--- config.mk ---
export PLATFORM = sky130hd
export DESIGN_NAME = seq_mult5_ctrl_flat
export DESIGN_NICKNAME = d
export VERILOG_FILES = /design/src/rtl/seq_mult5_ctrl_if.sv /design/src/rtl/seq_mult5_ctrl.sv /design/src/flat_wrapper.sv
export SDC_FILE = /design/constraint.sdc
export NUM_CORES = 1
export LEC_CHECK = 0
export CORE_UTILIZATION = 46
export CTS_CLUSTER_SIZE = 40
export DETAILED_ROUTE_END_ITERATION = 16
export GPL_TIMING_DRIVEN = 0
export PLACE_DENSITY = 0.75
export SLEW_MARGIN = 40
export SYNTH_ARGS = -nofsm -noshare
export SYNTH_HDL_FRONTEND = slang
export SYNTH_SLANG_ARGS = --single-unit
--- constraint.sdc ---
create_clock -name clk -period 1.75 [get_ports clk]
set_input_delay 0.175 -clock clk [delete_from_list [all_inputs] [get_ports clk]]
set_output_delay 0.175 -clock clk [all_outputs]
set_load 0.05 [all_outputs]
--- src/rtl/seq_mult5_ctrl_if.sv ---
// Operand/product handshake bundle for the shift-and-add multiplier sequencer.
// master: operand source and product consumer; slave: the sequencer.
interface seq_mult5_ctrl_if #(
  parameter int unsigned WIDTH = 5
);
  logic               start;
  logic [WIDTH-1:0]   a_in;
  logic [WIDTH-1:0]   b_in;
  logic               ready;
  logic               busy;
  logic               prod_valid;
  logic               prod_ack;
  logic [2*WIDTH-1:0] product;
  logic [2:0]         step_cnt;

  modport master (
    output start, a_in, b_in, prod_ack,
    input  ready, busy, prod_valid, product, step_cnt
  );

  modport slave (
    input  start, a_in, b_in, prod_ack,
    output ready, busy, prod_valid, product, step_cnt
  );
endinterface

--- src/rtl/seq_mult5_ctrl.sv ---
// Radix-2 shift-and-add multiplier sequencer: one WIDTH+1 bit adder slice reused
// over WIDTH iterations, start/ready on the operand side, valid/ack on the product side.
module seq_mult5_ctrl #(
  parameter int unsigned WIDTH = 5
) (
  input logic             clk,
  input logic             rst_n,
  seq_mult5_ctrl_if.slave bus
);

  typedef enum logic [1:0] {StIdle, StRun, StDone} state_e;

  localparam logic [2:0] LastIter = 3'(WIDTH - 1);

  state_e           state_q;
  logic [WIDTH-1:0] mcand_q;
  logic [WIDTH-1:0] acc_hi_q;
  logic [WIDTH-1:0] acc_lo_q;  // low product half, also the multiplier shift register
  logic [2:0]       cnt_q;
  logic [WIDTH:0]   sum;

  always_comb begin
    sum = {1'b0, acc_hi_q} + (acc_lo_q[0] ? {1'b0, mcand_q} : {(WIDTH + 1){1'b0}});
  end

  assign bus.step_cnt = cnt_q;

  always_ff @(posedge clk or negedge rst_n) begin
    if (!rst_n) begin
      state_q        <= StIdle;
      mcand_q        <= '0;
      acc_hi_q       <= '0;
      acc_lo_q       <= '0;
      cnt_q          <= '0;
      bus.ready      <= 1'b1;
      bus.busy       <= 1'b0;
      bus.prod_valid <= 1'b0;
      bus.product    <= '0;
    end else begin
      unique case (state_q)
        StIdle: begin
          if (bus.start) begin
            mcand_q   <= bus.a_in;
            acc_lo_q  <= bus.b_in;
            acc_hi_q  <= '0;
            cnt_q     <= '0;
            state_q   <= StRun;
            bus.ready <= 1'b0;
            bus.busy  <= 1'b1;
          end
        end
        StRun: begin
          {acc_hi_q, acc_lo_q} <= {sum, acc_lo_q[WIDTH-1:1]};
          cnt_q                <= cnt_q + 3'd1;
          if (cnt_q == LastIter) begin
            bus.product    <= {sum, acc_lo_q[WIDTH-1:1]};
            state_q        <= StDone;
            bus.busy       <= 1'b0;
            bus.prod_valid <= 1'b1;
          end
        end
        StDone: begin
          // A start arriving with the ack is dropped; it must be re-presented in idle.
          if (bus.prod_ack) begin
            state_q        <= StIdle;
            cnt_q          <= '0;
            bus.prod_valid <= 1'b0;
            bus.ready      <= 1'b1;
          end
        end
        default: begin
          state_q        <= StIdle;
          bus.ready      <= 1'b1;
          bus.busy       <= 1'b0;
          bus.prod_valid <= 1'b0;
        end
      endcase
    end
  end

endmodule

--- src/flat_wrapper.sv ---
// flat-port wrapper written by rule: the top's interface ports become plain ports
module seq_mult5_ctrl_flat 
#(
  parameter int unsigned WIDTH = 5
)
  (clk, rst_n, bus_start, bus_a_in, bus_b_in, bus_prod_ack, bus_ready, bus_busy, bus_prod_valid, bus_product, bus_step_cnt);
  seq_mult5_ctrl_if #(.WIDTH(WIDTH)) bus_i ();
  input logic clk;
  input logic rst_n;
  input wire logic [$bits(bus_i.start)-1:0] bus_start;
  input wire logic [$bits(bus_i.a_in)-1:0] bus_a_in;
  input wire logic [$bits(bus_i.b_in)-1:0] bus_b_in;
  input wire logic [$bits(bus_i.prod_ack)-1:0] bus_prod_ack;
  output wire logic [$bits(bus_i.ready)-1:0] bus_ready;
  output wire logic [$bits(bus_i.busy)-1:0] bus_busy;
  output wire logic [$bits(bus_i.prod_valid)-1:0] bus_prod_valid;
  output wire logic [$bits(bus_i.product)-1:0] bus_product;
  output wire logic [$bits(bus_i.step_cnt)-1:0] bus_step_cnt;
  assign bus_i.start = bus_start;
  assign bus_i.a_in = bus_a_in;
  assign bus_i.b_in = bus_b_in;
  assign bus_i.prod_ack = bus_prod_ack;
  assign bus_ready = bus_i.ready;
  assign bus_busy = bus_i.busy;
  assign bus_prod_valid = bus_i.prod_valid;
  assign bus_product = bus_i.product;
  assign bus_step_cnt = bus_i.step_cnt;
  seq_mult5_ctrl #(.WIDTH(WIDTH)) u_core (.clk(clk), .rst_n(rst_n), .bus(bus_i));
endmodule
==> impl_metrics.toml, run 1 <==
[clock_tree]
cts_root_buf = "clkbuf_4"
clk_pin_slew_ps = 100
cts_tree = "built"
clk_latency_ps = 340
clock_sinks = 33
htree_levels = 2
clk_path_buf_depth = 2
cts_buffers = 5

[placement]
gp_congestion = 0.802
post_dp_cell_area_um2 = 1960
dp_hpwl_um = 2230
portBuffers = 29
dp_slack_ps = -115
place_inst = 216

[setup_path]
crit_buf_inv = 1
cp_slowest_stage_delay_ps = 390
worst-path-max-fanout = 3
critical-path-top-delay-family = "adder cells"
path_class = "flop to flop"
end_kind = "flop"
critPathArrivalTime_ps = 1960
cp_cell_sequence = "and2_4, ha_4, inv_2, fa_2, nand2b_4, a21oi_4, xnor2_2, o22ai_1"
slowest_stage = "dfrtp_1"
cp.required_ps = 1970
setup.worst_path.start_class = "flop"

[synthesis]
synth_area_per_cell_um2 = 11.2
synth_edf_count = 0
syn_inst = 142
ys_async_sr_fraction_pct = 100
ys_types = 33
ys.flop_type = "dfrtp_1"
syn_area_um2 = 1590
synth_warnings = 0
synth_fp_nets = 164
yosysSeqAreaShare_pct = 52.0
synth-seq-cells = 33

[final_layout]
num-nets-final = 205
syn2layout_area_growth_pct = 31.3
diodes = 0
layout_commonest_cell = "dfrtp_1"
most-common-layout-cells = "dfrtp_1 (32), clkdlybuf4s50_1 (22), nand2_1 (19)"
fin_cells = 228
fin_area_um2 = 2090
drive_gt1_share_pct = 20.1
fillers = 264

[die]
die_y_um = 60.8
top_level_ports = 30
die_area_um2 = 3690
start_util_pct = 50.4
core_region_area_um2 = 3150
row_count = 20
fp.dieW_um = 60.8

[detailed_routing]
drtIter0Drc = 19
vias = 1164
wire_per_inst_um = 13.7
via_per_inst = 5.11
wl_um = 3120
drc = 0
drtAntennaViolNets = 0
drt_first_pass_iters = 4

[sta]
finalCritPeriodShare_pct = 99.4
fin_ws_ps = 10.6
slew_viol_final = 0
tightest_slew_ps = 503
tns_ps = 0
clock_skew_ps = 9.90
fin_crit_ps = 1740
clock.fmax_ghz = 0.575
hold_viol = 0
slew_headroom_pct = 66.3
setup_viol = 0
rsz0062_at_grt = "true"

[power_and_ir_drop]
peakVddDrop_v = 0.00103
power.leakage_nw = 0.955
pwr_density_cell_nw_per_um2 = 1820
finalPower_mw = 3.79

[outcome]
status = "complete, no violations"

[global_routing]
grt_pass1_wl_um = 5060
grt_use_total_pct = 19.4
antenna_found_initial = 0
grt_max_degree = 19
grt_pass1_vias = 1155
gr-total-overflow = 0

[hold_path]
hold_class = "input port to asynchronous set/reset pin"

[run]
max_cap_viol_count = 0
## Yosys cell counts, types with 2 or more instances
master | count | area (µm²)
dfrtp_1 | 32 | 801
nand2_1 | 19 | 71.3
mux2_2 | 11 | 124
o21ai_0 | 11 | 55.1
ha_1 | 7 | 87.6
inv_1 | 7 | 26.3
nor2_1 | 7 | 26.3
mux2i_1 | 5 | 50.1
a21oi_1 | 4 | 20.0
and2_1 | 4 | 25.0
o21ai_1 | 4 | 20.0
o22ai_1 | 4 | 25.0
a21o_1 | 2 | 15.0
a22o_1 | 2 | 17.5
and2b_1 | 2 | 15.0
buf_4 | 2 | 15.0
xnor2_1 | 2 | 17.5
xor2_1 | 2 | 17.5
## metrics by stage
step | util [%] | hold WS (ps)
floorplan | - | -121
global placement | 61.3 | 464
detailed placement | 62.1 | 124
CTS | 64.9 | 296
global route | 66.2 | 312
finish | 66.2 | 285
## cell families after synthesis
kind of cell,share of synthesized area [%]
buffers and inverters,4.57
AOI/OAI and AO/OA,11.6
adders and majority gates,6.77
muxes,10.9
and+or+nand+nor,11.9
DFF,52.0
xor gates and xnor gates,2.21
## flip-flops by register name, indices dropped and copies added, names as in the netlist
name                   cells
u_core.bus.prod_valid      1
u_core.bus.step_cnt        3
u_core.acc_hi_q            5
u_core.mcand_q             5
u_core.state_q             2
u_core.bus.ready           1
u_core.bus.busy            1
u_core.acc_lo_q            5
u_core.bus.product        10
## layout make-up
| class | count | area [µm²] | area share [%] |
|---|---|---|---|
| plain buffers | 5 | 46.3 | 2.22 |
| clock buffers | 8 | 48.8 | 2.34 |
| inverters | 7 | 26.3 | 1.26 |
| multi-input cells | 97 | 737 | 35.3 |
| flip-flops and latches | 33 | 827 | 39.7 |
| well taps | 44 | 55.1 | 2.64 |
| repair buffers | 34 | 345 | 16.6 |
## per-layer routing
layer	part of all wire [%]	up-vias	wire length (µm)	track usage, %
met5	0	-	0	0
met4	1.3	0	41	6.82
met3	3.7	6	115	6.40
met2	49	25	1520	32.7
met1	46	562	1430	23.5
li1	-	571	-	-
## power by group
group	switching (mW)	total [mW]	internal, mW
sequential	0.222	1.31	1.09
clock	0.247	0.406	0.160
combinational	1.23	2.07	0.846
## what timing repair did
| action | in CTS | in global routing |
|---|---|---|
| gates resized for setup | 10 | 7 |
| hold buffers | 1 | 0 |
| hold endpoints to repair | 15 | 0 |
| pin swaps | 2 | 6 |
| setup endpoints to repair | 7 | 8 |
| buffers inserted | 1 | 2 |
| cloned | 0 | 0 |
## worst paths after layout
| kind | startpoint | end | slack [ps] | cells after the start |
|---|---|---|---|---|
| min in group clk | bus_a_in[0] | u_core.mcand_q[0] | 450 | 2 |
| worst min-delay path | rst_n | u_core.bus.product[6] | 290 | 2 |
| worst min register to register | u_core.bus.product[5] | u_core.bus.product[5] | 490 | 2 |
| worst max-delay path | u_core.acc_lo_q[0] | u_core.acc_hi_q[3] | 10 | 8 |
| max in group asynchronous | rst_n | u_core.bus.ready | 970 | 3 |
| worst max register to register | u_core.acc_lo_q[0] | u_core.acc_hi_q[3] | 10 | 8 |
Note: power is estimated with default switching activity, not from simulation.
==> inputs of run 2 (changes only) <==
- SKIP_LAST_GASP: unset -> 1
==> run 2 against run 1 <==
  * Non-clock buffer count did not move
  * Clock skew is essentially flat
  * Global-route usage decreased by 0.14 points
  * Power about the same
  * Cell count unchanged
  * Register-to-register slack about the same
  * Utilization rose by 0.079 points
  * First-iteration DRC count rose by 26%
  * Critical endpoint unchanged
  * Sequential share of layout area hardly changed
  * Largest cell class unchanged
  * Die area is the same
==> impl_metrics.toml, run 2 (synthesis gave the netlist of run 1 again) <==
[setup_path]
r2r_slack_ps = 20
critPathArrivalTime_ps = 1950
end_kind = "flop"
critPathLaunch = "u_core.acc_lo_q[0]"
slowest_stage = "dfrtp_1"
worst-path-max-fanout = 3
cp_cell_sequence = "and2_4, ha_4, inv_2, fa_2, nand2b_4, a21oi_4, xnor2_2, o22ai_1"
cp.required_ps = 1970
cp_slowest_stage_delay_ps = 390
timing.rr.start = "u_core.acc_lo_q[0]"
path_class = "flop to flop"
setup.worst_path.start_class = "flop"

[power_and_ir_drop]
power.leakage_nw = 0.952
p_int_mw = 2.10
p_sw_mw = 1.69
pwr-share-comb_pct = 54.6
p_seq_share_pct = 34.6
peakVddDrop_v = 0.00103
pwr_density_cell_nw_per_um2 = 1820
netSwitchingFraction_pct = 44.6
p_clk_share_pct = 10.7
finalPower_mw = 3.79

[global_routing]
gr-total-overflow = 0
grt_pass1_vias = 1153
use_met3_pct = 6.40
grt_pass1_wl_um = 5030
use_met1_pct = 23.2
grt-busiest-layer = "met2"
grt_max_degree = 19
grt_use_total_pct = 19.3
use_met2_pct = 32.5
antenna_found_initial = 0

[placement]
post_dp_cell_area_um2 = 1960
gp_congestion = 0.802
dp_hpwl_um = 2230
portBuffers = 29
place_inst = 216

[die]
row_count = 20
fp.dieW_um = 60.8
die_y_um = 60.8
start_util_pct = 50.4
core_region_area_um2 = 3150
die_area_um2 = 3690
top_level_ports = 30

[sta]
slew_viol_final = 0
rsz0062_at_grt = "true"
tightest_slew_ps = 504
hold_viol = 0
fin_crit_ps = 1730
slew_headroom_pct = 66.3
clock_skew_ps = 9.96
tns_ps = 0
clock.fmax_ghz = 0.577
setup_viol = 0
finalCritPeriodShare_pct = 99.0

[final_layout]
drive_gt1_share_pct = 20.7
num-nets-final = 205
syn2layout_area_growth_pct = 31.4
layout_commonest_cell = "dfrtp_1"
fillers = 265
multiInputGateArea_um2 = 739
diodes = 0
largest_register_ffs = 10
fin_area_um2 = 2090
fin_cells = 228
max_flop_register = "u_core.bus.product"
seqCellArea_um2 = 827
most-common-layout-cells = "dfrtp_1 (32), clkdlybuf4s50_1 (22), nand2_1 (19)"

[clock_tree]
clk_latency_ps = 340
clock_sinks = 33
cts_tree = "built"
cts_root_buf = "clkbuf_4"
cts_buffers = 5
clk_pin_slew_ps = 100
clk_path_buf_depth = 2
htree_levels = 2

[detailed_routing]
drt_first_pass_iters = 4
wl_um = 3110
vias = 1169
drtIter0Drc = 24
wire_per_inst_um = 13.7
drc = 0
drtAntennaViolNets = 0
via_per_inst = 5.13

[outcome]
status = "complete, no violations"

[run]
max_cap_viol_count = 0

[hold_path]
hold_class = "input port to asynchronous set/reset pin"
[run 2: cell counts in the layout (fill, tap and decap cells not counted)]
Identical to the previous run, type by type.
[run 2: repair_timing]
action                                 CTS  global route
buffers inserted                         1             2
endpoints found under the hold margin   15             0
cloned                                   0             0
resized for setup                        9             8
setup endpoints to repair                7             8
pin swaps                                2             7
hold buffers                             1             0
[run 2: stage by stage]
stage / hold WS [ps] / util [%] / worst slack [ps]
2_1_floorplan: -121 / - / 46.0
5_1_grt: 313 / 66.2 / -74.3
4_1_cts: 296 / 64.6 / -4.65
3_5_place_dp: 124 / 62.1 / -115
3_3_place_gp: 464 / 61.3 / -126
6_report: 285 / 66.2 / 17.5
[run 2: layout make-up]
cell class | count | area share [%]
timing repair buffer | 34 | 16.5
tap | 44 | 2.64
multi-input combinational | 97 | 35.4
inverter | 7 | 1.26
buffer | 5 | 2.22
sequential | 33 | 39.6
clock buffer | 8 | 2.34
[run 2: worst max-delay path: cells and delay by family (launching register included)]
| family | cells | cell delay, ps |
|---|---|---|
| xor+xnor | 1 | 130 |
| simple gates | 2 | 320 |
| compound gates | 2 | 230 |
| buf+inv | 1 | 40 |
| fa+ha+maj | 2 | 510 |
| flops | 1 | 390 |
[run 2: path summary, 6_finish.rpt]
check,depth (start not counted),to
min in group clk,2,u_core.mcand_q[0]
max in group asynchronous,3,u_core.bus.ready
worst min register to register,2,u_core.bus.product[5]
worst min-delay path,2,u_core.bus.product[6]
worst max-delay path,8,u_core.acc_hi_q[3]
worst max register to register,8,u_core.acc_hi_q[3]
[run 2: routing by layer]
| layer | up-vias | part of all wire, % |
|---|---|---|
| li1 | 572 | - |
| met1 | 564 | 46 |
| met2 | 27 | 49 |
| met3 | 6 | 3.9 |
| met4 | 0 | 1.3 |
| met5 | - | 0 |
[run 2: power by group through the flow]
stage / logic, mW / clock network [mW] / registers, mW
floorplan: 0.919 / 0 / 1.81
global placement: 1.94 / 0 / 1.31
detailed placement: 1.99 / 0 / 1.33
CTS: 2.03 / 0.422 / 1.31
global route: 2.24 / 0.453 / 1.35
finish: 2.07 / 0.406 / 1.31
